**config.mk**
```make
export PLATFORM = sky130hd
export DESIGN_NAME = flash_playback_ctrl
export DESIGN_NICKNAME = d
export VERILOG_FILES = /design/src/rtl/flash_audio_pkg.sv /design/src/rtl/word_serializer.sv /design/src/rtl/flash_playback_ctrl.sv
export SDC_FILE = /design/constraint.sdc
export NUM_CORES = 1
export LEC_CHECK = 0
export CAP_MARGIN = 20
export CORE_MARGIN = 2
export CORE_UTILIZATION = 38
export DETAILED_ROUTE_END_ITERATION = 7
export DONT_BUFFER_PORTS = 1
export GPL_ROUTABILITY_DRIVEN = 0
export MAX_ROUTING_LAYER = met4
export PLACE_DENSITY_LB_ADDON = 0.2
export SYNTH_ARGS = -nofsm -noshare
export SYNTH_HDL_FRONTEND = slang
export SYNTH_HIERARCHICAL = 1
export SYNTH_SLANG_ARGS = --single-unit
```
**constraint.sdc**
```tcl
create_clock -name clk -period 3.2 [get_ports clk]
set_input_delay 0.32 -clock clk [delete_from_list [all_inputs] [get_ports clk]]
set_output_delay 0.32 -clock clk [all_outputs]
set_load 0.05 [all_outputs]
```
**src/rtl/flash_audio_pkg.sv**
```systemverilog
// Shared types and constants for the flash audio playback path.
// Defines the fetch FSM states, window defaults, direction codes and byte lane selection.
package flash_audio_pkg;

  typedef enum logic [1:0] {
    F_IDLE,
    F_REQ,
    F_WAIT
  } fetch_state_e;

  localparam int unsigned ADDR_W = 23;
  localparam logic [22:0] START_ADDR = 23'h00000;
  localparam logic [22:0] END_ADDR = 23'h7FFFF;

  localparam logic DIR_UP = 1'b1;
  localparam logic DIR_DOWN = 1'b0;

  localparam logic [7:0] SILENT_SAMPLE = 8'h80;

  // Forward words play their low byte first; reverse words play their high byte first.
  function automatic logic [7:0] pick_byte(input logic [31:0] word, input logic [1:0] idx,
                                           input logic order);
    logic [1:0] lane;
    lane = (order == DIR_UP) ? idx : 2'd3 - idx;
    return word[lane*8+:8];
  endfunction

endpackage

```
**src/rtl/word_serializer.sv**
```systemverilog
// Two-entry word buffer (current plus prefetch) that serialises each word into four bytes.
// Each word carries the direction it was fetched with, so later direction changes leave buffered words alone.
module word_serializer
  import flash_audio_pkg::*;
(
  input  logic        clk,
  input  logic        reset_n,
  input  logic        flush,
  input  logic        emit,
  input  logic        land,
  input  logic        land_up,
  input  logic [31:0] land_data,
  output logic        cur_valid,
  output logic        next_valid,
  output logic [7:0]  sample
);

  logic [31:0] cur_word_q, cur_word_d;
  logic [31:0] next_word_q, next_word_d;
  logic        cur_valid_q, cur_valid_d;
  logic        next_valid_q, next_valid_d;
  logic        cur_up_q, cur_up_d;
  logic        next_up_q, next_up_d;
  logic [1:0]  idx_q, idx_d;

  assign cur_valid  = cur_valid_q;
  assign next_valid = next_valid_q;
  assign sample     = pick_byte(cur_word_q, idx_q, cur_up_q);

  // A returning word lands in cur whenever cur is empty after this cycle's consumption, so there is no gap.
  always_comb begin
    cur_word_d   = cur_word_q;
    next_word_d  = next_word_q;
    cur_valid_d  = cur_valid_q;
    next_valid_d = next_valid_q;
    cur_up_d     = cur_up_q;
    next_up_d    = next_up_q;
    idx_d        = idx_q;

    if (emit && cur_valid_q) begin
      idx_d = idx_q + 2'd1;
      if (idx_q == 2'd3) begin
        cur_word_d   = next_word_q;
        cur_up_d     = next_up_q;
        cur_valid_d  = next_valid_q;
        next_valid_d = 1'b0;
      end
    end

    if (land) begin
      if (!cur_valid_d) begin
        cur_word_d  = land_data;
        cur_up_d    = land_up;
        cur_valid_d = 1'b1;
      end else begin
        next_word_d  = land_data;
        next_up_d    = land_up;
        next_valid_d = 1'b1;
      end
    end

    if (flush) begin
      cur_valid_d  = 1'b0;
      next_valid_d = 1'b0;
      idx_d        = 2'd0;
    end
  end

  always_ff @(posedge clk) begin
    if (!reset_n) begin
      cur_word_q   <= '0;
      next_word_q  <= '0;
      cur_valid_q  <= 1'b0;
      next_valid_q <= 1'b0;
      cur_up_q     <= DIR_UP;
      next_up_q    <= DIR_UP;
      idx_q        <= 2'd0;
    end else begin
      cur_word_q   <= cur_word_d;
      next_word_q  <= next_word_d;
      cur_valid_q  <= cur_valid_d;
      next_valid_q <= next_valid_d;
      cur_up_q     <= cur_up_d;
      next_up_q    <= next_up_d;
      idx_q        <= idx_d;
    end
  end

endmodule

```
**src/rtl/flash_playback_ctrl.sv**
```systemverilog
// Flash audio playback controller: fetches 32-bit words over an Avalon-style read master
// and plays them as 8-bit samples on sample_tick, with window wrap, direction, pause, silence and restart.
module flash_playback_ctrl
  import flash_audio_pkg::*;
#(
  parameter int unsigned       ADDR_W        = 23,
  parameter logic [ADDR_W-1:0] START_ADDR    = 23'h00000,
  parameter logic [ADDR_W-1:0] END_ADDR      = 23'h7FFFF,
  parameter logic [7:0]        SILENT_SAMPLE = 8'h80
) (
  input  logic              clk,
  input  logic              reset_n,
  input  logic              sample_tick,
  input  logic              play,
  input  logic              dir,
  input  logic              restart,
  input  logic              silent,
  output logic              flash_read,
  output logic [ADDR_W-1:0] flash_address,
  input  logic              flash_waitrequest,
  input  logic [31:0]       flash_readdata,
  input  logic              flash_readdatavalid,
  output logic [7:0]        audio_out,
  output logic              audio_valid,
  output logic              underrun
);

  fetch_state_e      state_q, state_d;
  logic              flash_read_q, flash_read_d;
  logic [ADDR_W-1:0] fetch_addr_q, fetch_addr_d;
  logic [ADDR_W-1:0] req_addr_q, req_addr_d;
  logic              req_up_q, req_up_d;
  logic              drop_q, drop_d;
  logic [7:0]        audio_out_q, audio_out_d;
  logic              audio_valid_q, audio_valid_d;
  logic              underrun_q, underrun_d;

  logic              tick_live;
  logic              emit;
  logic              accept;
  logic              land;
  logic              cur_valid;
  logic              next_valid;
  logic [7:0]        sample;
  logic [ADDR_W-1:0] adv_addr;

  assign flash_read    = flash_read_q;
  assign flash_address = req_addr_q;
  assign audio_out     = audio_out_q;
  assign audio_valid   = audio_valid_q;
  assign underrun      = underrun_q;

  assign tick_live = sample_tick && play && !restart;
  assign emit      = tick_live && !silent && cur_valid;
  assign accept    = (state_q == F_REQ) && !flash_waitrequest;
  assign land      = (state_q == F_WAIT) && flash_readdatavalid && !drop_q && !restart;

  word_serializer u_serializer (
    .clk        (clk),
    .reset_n    (reset_n),
    .flush      (restart),
    .emit       (emit),
    .land       (land),
    .land_up    (req_up_q),
    .land_data  (flash_readdata),
    .cur_valid  (cur_valid),
    .next_valid (next_valid),
    .sample     (sample)
  );

  always_comb begin
    state_d = state_q;
    case (state_q)
      F_IDLE:  if (play && !next_valid && !restart) state_d = F_REQ;
      F_REQ:   if (accept) state_d = F_WAIT;
      F_WAIT:  if (flash_readdatavalid) state_d = F_IDLE;
      default: state_d = F_IDLE;
    endcase
  end

  always_comb begin
    if (dir == DIR_UP) begin
      adv_addr = (req_addr_q == END_ADDR) ? START_ADDR : req_addr_q + ADDR_W'(1);
    end else begin
      adv_addr = (req_addr_q == START_ADDR) ? END_ADDR : req_addr_q - ADDR_W'(1);
    end
  end

  // A request already in flight at restart must still complete on the bus; drop marks its data for discard.
  always_comb begin
    flash_read_d = (state_d == F_REQ);
    fetch_addr_d = fetch_addr_q;
    req_addr_d   = req_addr_q;
    req_up_d     = req_up_q;
    drop_d       = drop_q;

    if ((state_q == F_IDLE) && (state_d == F_REQ)) req_addr_d = fetch_addr_q;

    if (accept) begin
      req_up_d = dir;
      if (!drop_q && !restart) fetch_addr_d = adv_addr;
    end

    if ((state_q == F_WAIT) && flash_readdatavalid) drop_d = 1'b0;

    if (restart) begin
      fetch_addr_d = (dir == DIR_UP) ? START_ADDR : END_ADDR;
      if ((state_q == F_REQ) || ((state_q == F_WAIT) && !flash_readdatavalid)) drop_d = 1'b1;
    end
  end

  always_comb begin
    audio_out_d   = audio_out_q;
    audio_valid_d = 1'b0;
    underrun_d    = underrun_q;

    if (tick_live) begin
      audio_valid_d = 1'b1;
      if (silent) begin
        audio_out_d = SILENT_SAMPLE;
      end else if (cur_valid) begin
        audio_out_d = sample;
      end else begin
        audio_out_d = 8'h00;
        underrun_d  = 1'b1;
      end
    end

    if (restart) underrun_d = 1'b0;
  end

  always_ff @(posedge clk) begin
    if (!reset_n) begin
      state_q       <= F_IDLE;
      flash_read_q  <= 1'b0;
      fetch_addr_q  <= START_ADDR;
      req_addr_q    <= START_ADDR;
      req_up_q      <= DIR_UP;
      drop_q        <= 1'b0;
      audio_out_q   <= 8'h00;
      audio_valid_q <= 1'b0;
      underrun_q    <= 1'b0;
    end else begin
      state_q       <= state_d;
      flash_read_q  <= flash_read_d;
      fetch_addr_q  <= fetch_addr_d;
      req_addr_q    <= req_addr_d;
      req_up_q      <= req_up_d;
      drop_q        <= drop_d;
      audio_out_q   <= audio_out_d;
      audio_valid_q <= audio_valid_d;
      underrun_q    <= underrun_d;
    end
  end

endmodule
```
==> metrics.md, run 1 <==
| Metric | Value |
|---|---|
| Status | finished, final reports clean |
| # DRC | 0 |
| # fillers | 1711 |
| Seq cells post-synth | 131 |
| HPWL after DPL | around 12000 um |
| Unrepaired setup endpoints after global routing | no |
| Area of the multi-input gates | just under 0.004 mm2 |
| Worst Setup Path Type | reg -> reg |
| CTS root buffer | clkbuf_16 |
| Post-Syn Area | 0.00685 mm2 |
| Peak VDD IR | 402 uV |
| Hold Startpoint | flash_readdata[8] |
| Gate count after technology mapping | slightly below 800 |
| Placement Setup Slack | approximately 0.58 ns |
| Placed inst area | slightly above 0.007 mm2 |
| Clk sink count | ~130 |
| Vias/cell | 5.78 |
| Worst setup path startpoint | flash_address[4] |
| HP Class | in -> reg |
| Drt pass-1 iters | 5 |
| Die Wd | 138 um |
| Clk Latency, worst-skew pair | 0.42 ns |
| Max clock buf depth | 2 |
| Pwr/cell area | 522 mW/mm2 |
| Post-synth ARST share | 0% |
| Critical Path End Type | register |
| CTS clk-pin slew, worst paths | about 0.06 ns |
| Routed via count | 5799 |
| Final hold viol count | 0 |
| Final worst slack | 0.577 ns |
| Hold Buf Count CTS | 1 |
| Reg-to-Reg Start | flash_address[4] |
| CP Launch Type | register |
| Slowest CP cell | dfxtp_1 |
| Hold slack | ~0.030 ns |
| Antenna cell count | 0 |
| Die H | 138 um |
| Leakage | roughly 2.9 nW |
| Commonest non-fill, non-tap cell in the layout | dfxtp_1 |
| Commonest non-fill, non-tap cells in the layout | dfxtp_1, nand2_1, mux2i_1, a211oi_1, a21oi_1 |
| Tcrit/Tclk final | 82.0% |
| Die area | 0.0191 mm2 |
| Design area | about 0.0077 mm2 |
| Worst Path Required | 3.50 ns |
| Global-route wire length before repair | 30700 um |
| Post-synth EDFFs | 0 |
| Actual slew at the worst max-slew pin | 0.986 ns |
| Worst path bufs/invs | 0 |
| Yosys cell types | 64 |
| Core area | 0.0178 mm2 |
| Post-CTS setup buffers | 0 |
| Num CTS Buffers | 17 |
| Mapped Nets | roughly 830 |
| Total negative slack | 0 ns |
| Fin crit period | 2.62 ns |
| Setup Viol. Count Final | 0 |
| H-tree levels | 4 |
| CTS tree | yes |
| Syn avg cell area | roughly 9 um2 |
| DR iter-0 viols | 364 |
| Area delta synth->final | 12.3% |
| Fmax | 381 MHz |
| Top FF cell, synth | dfxtp_1 |
| ANT nets after route | 0 |
| Slew Viols, Final | 0 |
| Yosys warning total | 6 |
| Max-Cap Viols | 0 |
| Register area share after synthesis | between 30% and 40% |
| Worst EP arrival | 2.92 ns |
| Delay-heaviest family, CP | simple AND/OR/NAND/NOR gates |
| Routed WL | 19100 um |
| Num rows | 49 |
| Wire per inst | 19.0 um |
| Cells after DPL | between 900 and 1000 |
| Crit path cell chain | nand3_1 > nor4_1 > a21boi_0 > o2111ai_1 > o211ai_1 |
| I/O pin count | 75 |
| IO Port Bufs | 0 |
| Initial Utilization | between 30% and 40% |
| Slew headroom | 34.3% |
| Layout cells sized above 1 | 12.0% |
| Post-cts resize count | 0 |
| Vias in the first global route | 5635 |
| Largest net degree at the start of global routing | 100 |
| Nets | just over 800 |
| Clock skew | around 0.0077 ns |
| Tot GR Track Use | 20.5% |
| Grt ovf | 0 |
| Storage cell area | 0.00262 mm2 |
| Initial antenna violation count | 0 |
| Critical path peak fanout | 11 |
| Post-layout instance count excluding filler cells | 1003 |
| Max stage delay on crit path | 0.88 ns |
==> area by class of cell <==
| class | count | area share [%] |
|---|---|---|
| repair buffers | 36 | 3.97 |
| multi-input cells | 564 | 50.0 |
| clock buffers | 19 | 5.76 |
| inverters | 11 | 0.537 |
| flip-flops and latches | 131 | 34.1 |
| well taps | 229 | 3.73 |
| clock inverters | 13 | 1.94 |
==> state kept, by name, summed over array words and instances (netlist names), 2 cells and up <==
name                      flops
flash_address                23
state_q                       2
audio_out                     8
u_serializer/idx_q            2
u_serializer/cur_word_q      32
fetch_addr_q                 23
u_serializer/next_word_q     32
==> logic make-up (layout without fill, tap and decap cells) <==
group                      Yosys count  after routing  synth area share (%)
AOI/OAI and AO/OA                  197            197                  19.5
DFF                                131            131                  38.3
buffers and inverters               87             79                  5.75
xor gates and xnor gates            28             28                  3.96
adders and majority gates            4              4                 0.731
muxes                               78             78                  13.0
and+or+nand+nor                    257            257                  18.7
==> cell usage after synthesis (all sizes together), types with 6 or more instances <==
cell type	count	area share [%]
a21oi	50	3.7
o211ai	8	0.88
o21ai	20	1.5
a31oi	12	1.3
nand2	130	7.1
dfxtp	131	38
nor4	11	1.4
xnor2	14	1.8
nor2	27	1.5
a211oi	65	7.1
inv	10	0.55
a21o	9	0.99
mux2i	69	10
a22oi	7	0.77
mux4	8	2.8
a31o	6	0.77
xor2	14	2.2
nand3	26	1.9
nor3	8	0.75
clkbuf	49	2.7
nand4	8	0.73
buf	27	2.4
==> metrics by stage <==
step                      power [W]  utilization (%)
after global placement      0.00208             39.6
after floorplan             0.00203                -
after CTS                   0.00406             42.9
after global routing        0.00417             43.1
final                       0.00401             43.1
after detailed placement    0.00209             39.6
==> routing by layer <==
layer  global-route usage (%)  vias to the layer above  share of wire, %
met5                        -                        -                 0
met4                     7.30                        0               2.2
met3                     5.68                       30               6.5
met2                     31.0                      175                45
met1                     26.2                     2791                46
li1                         -                     2803                 -
==> worst paths after layout <==
| check | end | slack (ns) | cells past startpoint |
|---|---|---|---|
| max | fetch_addr_q[19] | 0.58 | 5 |
| min | u_serializer/next_word_q[8] | 0.03 | 2 |
| max reg2reg | fetch_addr_q[19] | 0.58 | 5 |
| min reg2reg | flash_address[12] | 0.45 | 2 |
==> worst reg2reg max path, delay by kind of cell, from the launching register on <==
family	cells	cell delay (ns)
AND/OR/NAND/NOR	2	1.09
flip-flops	1	0.88
AO/OA/AOI/OAI	3	0.53
==> report_power, final <==
group	total, W	leakage, nW	internal (W)	switching [W]
clock	0.00195	0.281	0.00118	0.000775
sequential	0.00171	1.06	0.00167	0.0000439
combinational	0.000347	1.58	0.000136	0.000211
total	0.00401	2.92	0.00298	0.00103
(Power assumes the default switching activity.)
==> run 2, diff against run 1 <==
clock period = 2.6 ns   (was 3.2 ns; I/O delays follow)
==> run 2 against run 1 <==
Die area unchanged. Critical endpoint is now u_serializer/next_word_q[27]. Power up 24%. Count of clock-buffer cells in the layout shrank 1. Sequential cell count did not move. Combinational power grew 49%. Non-clock buffer count up 56. Cell count increased by 5.6%. Critical path depth rose by 3.
==> metrics.md, run 2 (synthesized netlist as in run 1, its figures left out) <==
| Metric | Value |
|---|---|
| Final hold viol count | 0 |
| Clock skew | between 0.015 and 0.02 ns |
| Max clock buf depth | 2 |
| Slew headroom | 52.1% |
| Hold path cells | 2 |
| HPWL after DPL | roughly 13000 um |
| Unrepaired setup endpoints after global routing | no |
| Worst EP arrival | 2.76 ns |
| CP Launch Type | register |
| Status | finished, final reports clean |
| CTS clk-pin slew, worst paths | 0.07 ns |
| Layout cells sized above 1 | 13.3% |
| Max-Cap Viols | 0 |
| Max stage delay on crit path | 0.56 ns |
| Slowest CP cell | dlygate4sd3_1 |
| Total negative slack | 0 ns |
| Hold endpoint | fetch_addr_q[8] |
| Setup Viol. Count Final | 0 |
| H-tree levels | 4 |
| Pwr/cell area | 607 mW/mm2 |
| Top Registers | u_serializer/cur_word_q x32, u_serializer/next_word_q x32 |
| I/O pin count | 75 |
| Die H | 138 um |
| Crit path cell chain | nor2_1 > nand3_1 > nor2_2 > clkinv_1 > nor3_4 > buf_12 > mux2i_1 > dlygate4sd3_1 |
| Grt ovf | 0 |
| Routed WL | about 21000 um |
| Worst Path Required | 2.97 ns |
| Slew Viols, Final | 0 |
| Critical path peak fanout | 16 |
| Clk sink count | 131 |
| Tot GR Track Use | 22.0% |
| CTS root buffer | clkbuf_16 |
| Die area | 0.0191 mm2 |
| IO Port Bufs | 0 |
| Final Util | 46.0% |
| Num CTS Buffers | 17 |
| Nets | 862 |
| Initial antenna violation count | 0 |
| ANT nets after route | 0 |
| Global-route wire length before repair | 32700 um |
| Hold Startpoint | dir |
| Drt pass-1 iters | 5 |
| Commonest non-fill, non-tap cell in the layout | dfxtp_1 |
| Commonest non-fill, non-tap cells in the layout | dfxtp_1, nand2_1, mux2i_1, a211oi_1, a21oi_1 |
| Delay-heaviest family, CP | buffers and inverters |
| Clk Latency, worst-skew pair | about 0.43 ns |
| Leakage | ~3.2 nW |
| Initial Utilization | roughly two fifths |
| Fmax | roughly 420 MHz |
| Actual slew at the worst max-slew pin | around 0.71 ns |
| Vias in the first global route | 5789 |
| Wire per inst | 19.7 um |
| Area delta synth->final | 19.7% |
| Fin crit period | 2.39 ns |
| Reg-to-Reg Start | state_q[0] |
| FF-to-FF path depth | 8 |
| Core area | 0.0178 mm2 |
| CTS tree | yes |
| Hold slack | ~0.012 ns |
| Die Wd | between 100 and 150 um |
| Critical Path End Type | register |
| Antenna cell count | 0 |
| Routed via count | 6157 |
| Largest net degree at the start of global routing | 84 |
| Vias/cell | 5.81 |
| R2r endpoint | u_serializer/next_word_q[27] |
| Num rows | 49 |
| Worst path bufs/invs | 3 |
| # DRC | 0 |
| DR iter-0 viols | ~510 |
| Worst Setup Path Type | reg -> reg |
| Tcrit/Tclk final | 91.9% |
| R2R setup slack | approximately 0.21 ns |
| HP Class | in -> reg |
| Peak VDD IR | approximately 520 uV |
## run 2: layout make-up
type,count,area (um2)
Tap cell,229,287
Multi-Input combinational cell,564,3840
Sequential cell,131,2620
Clock buffer,18,429
Timing Repair Buffer,92,836
Fill cell,1723,9640
Inverter,11,41.3
Clock inverter,14,141
## run 2: layer usage
layer  up-vias  part of all wire [%]  track usage [%]
met4         0                   1.7             6.77
met2       246                    45             32.3
met1      2955                    47             30.2
met3        31                   6.6             4.88
met5         -                     0                -
li1       2925                     -                -
## run 2: how the worst max path moves through the flow
stage,startpoint,endpoint,slack (ns),cells after the start
5_1_grt,state_q[0],u_serializer/next_word_q[27],0.03,8
3_5_place_dp,flash_address[0],fetch_addr_q[14],0.42,7
6_report,state_q[0],u_serializer/next_word_q[27],0.21,8
2_1_floorplan,flash_address[0],fetch_addr_q[14],0.07,8
3_3_place_gp,flash_address[2],fetch_addr_q[17],0.49,5
4_1_cts,state_q[0],u_serializer/next_word_q[27],0.07,8
## run 2: repair_timing
action / CTS / global route
setup buffers: 0 / 1
hold buffers: 40 / 1
gates resized for setup: 0 / 1
setup endpoints to repair: 0 / 1
hold endpoints to repair: 46 / 5
## run 2: power by group
group	leakage (nW)	internal (W)	total, W	switching [W]
logic	1.82	0.000215	0.000518	0.000302
registers	1.06	0.00205	0.00210	0.0000453
clock network	0.273	0.00135	0.00236	0.00102
## run 2: worst register-to-register path, cell delays in order, from the launching register on
cell and delay [ns]:
dfxtp_1 0.37, nor2_1 0.21, nand3_1 0.13, nor2_2 0.23, clkinv_1 0.21, nor3_4 0.21
buf_12 0.22, mux2i_1 0.20, dlygate4sd3_1 0.56
## run 2: through the flow
step           setup WS (ns)  area, um2  std cells  total power, W
4_1_cts               0.0742       8160       1056         0.00500
5_1_grt               0.0337       8200       1059         0.00515
3_3_place_gp           0.490       7180        984         0.00258
6_report               0.212       8200       1059         0.00498
3_5_place_dp           0.420       7180        984         0.00259
2_1_floorplan         0.0656       6850        782         0.00250
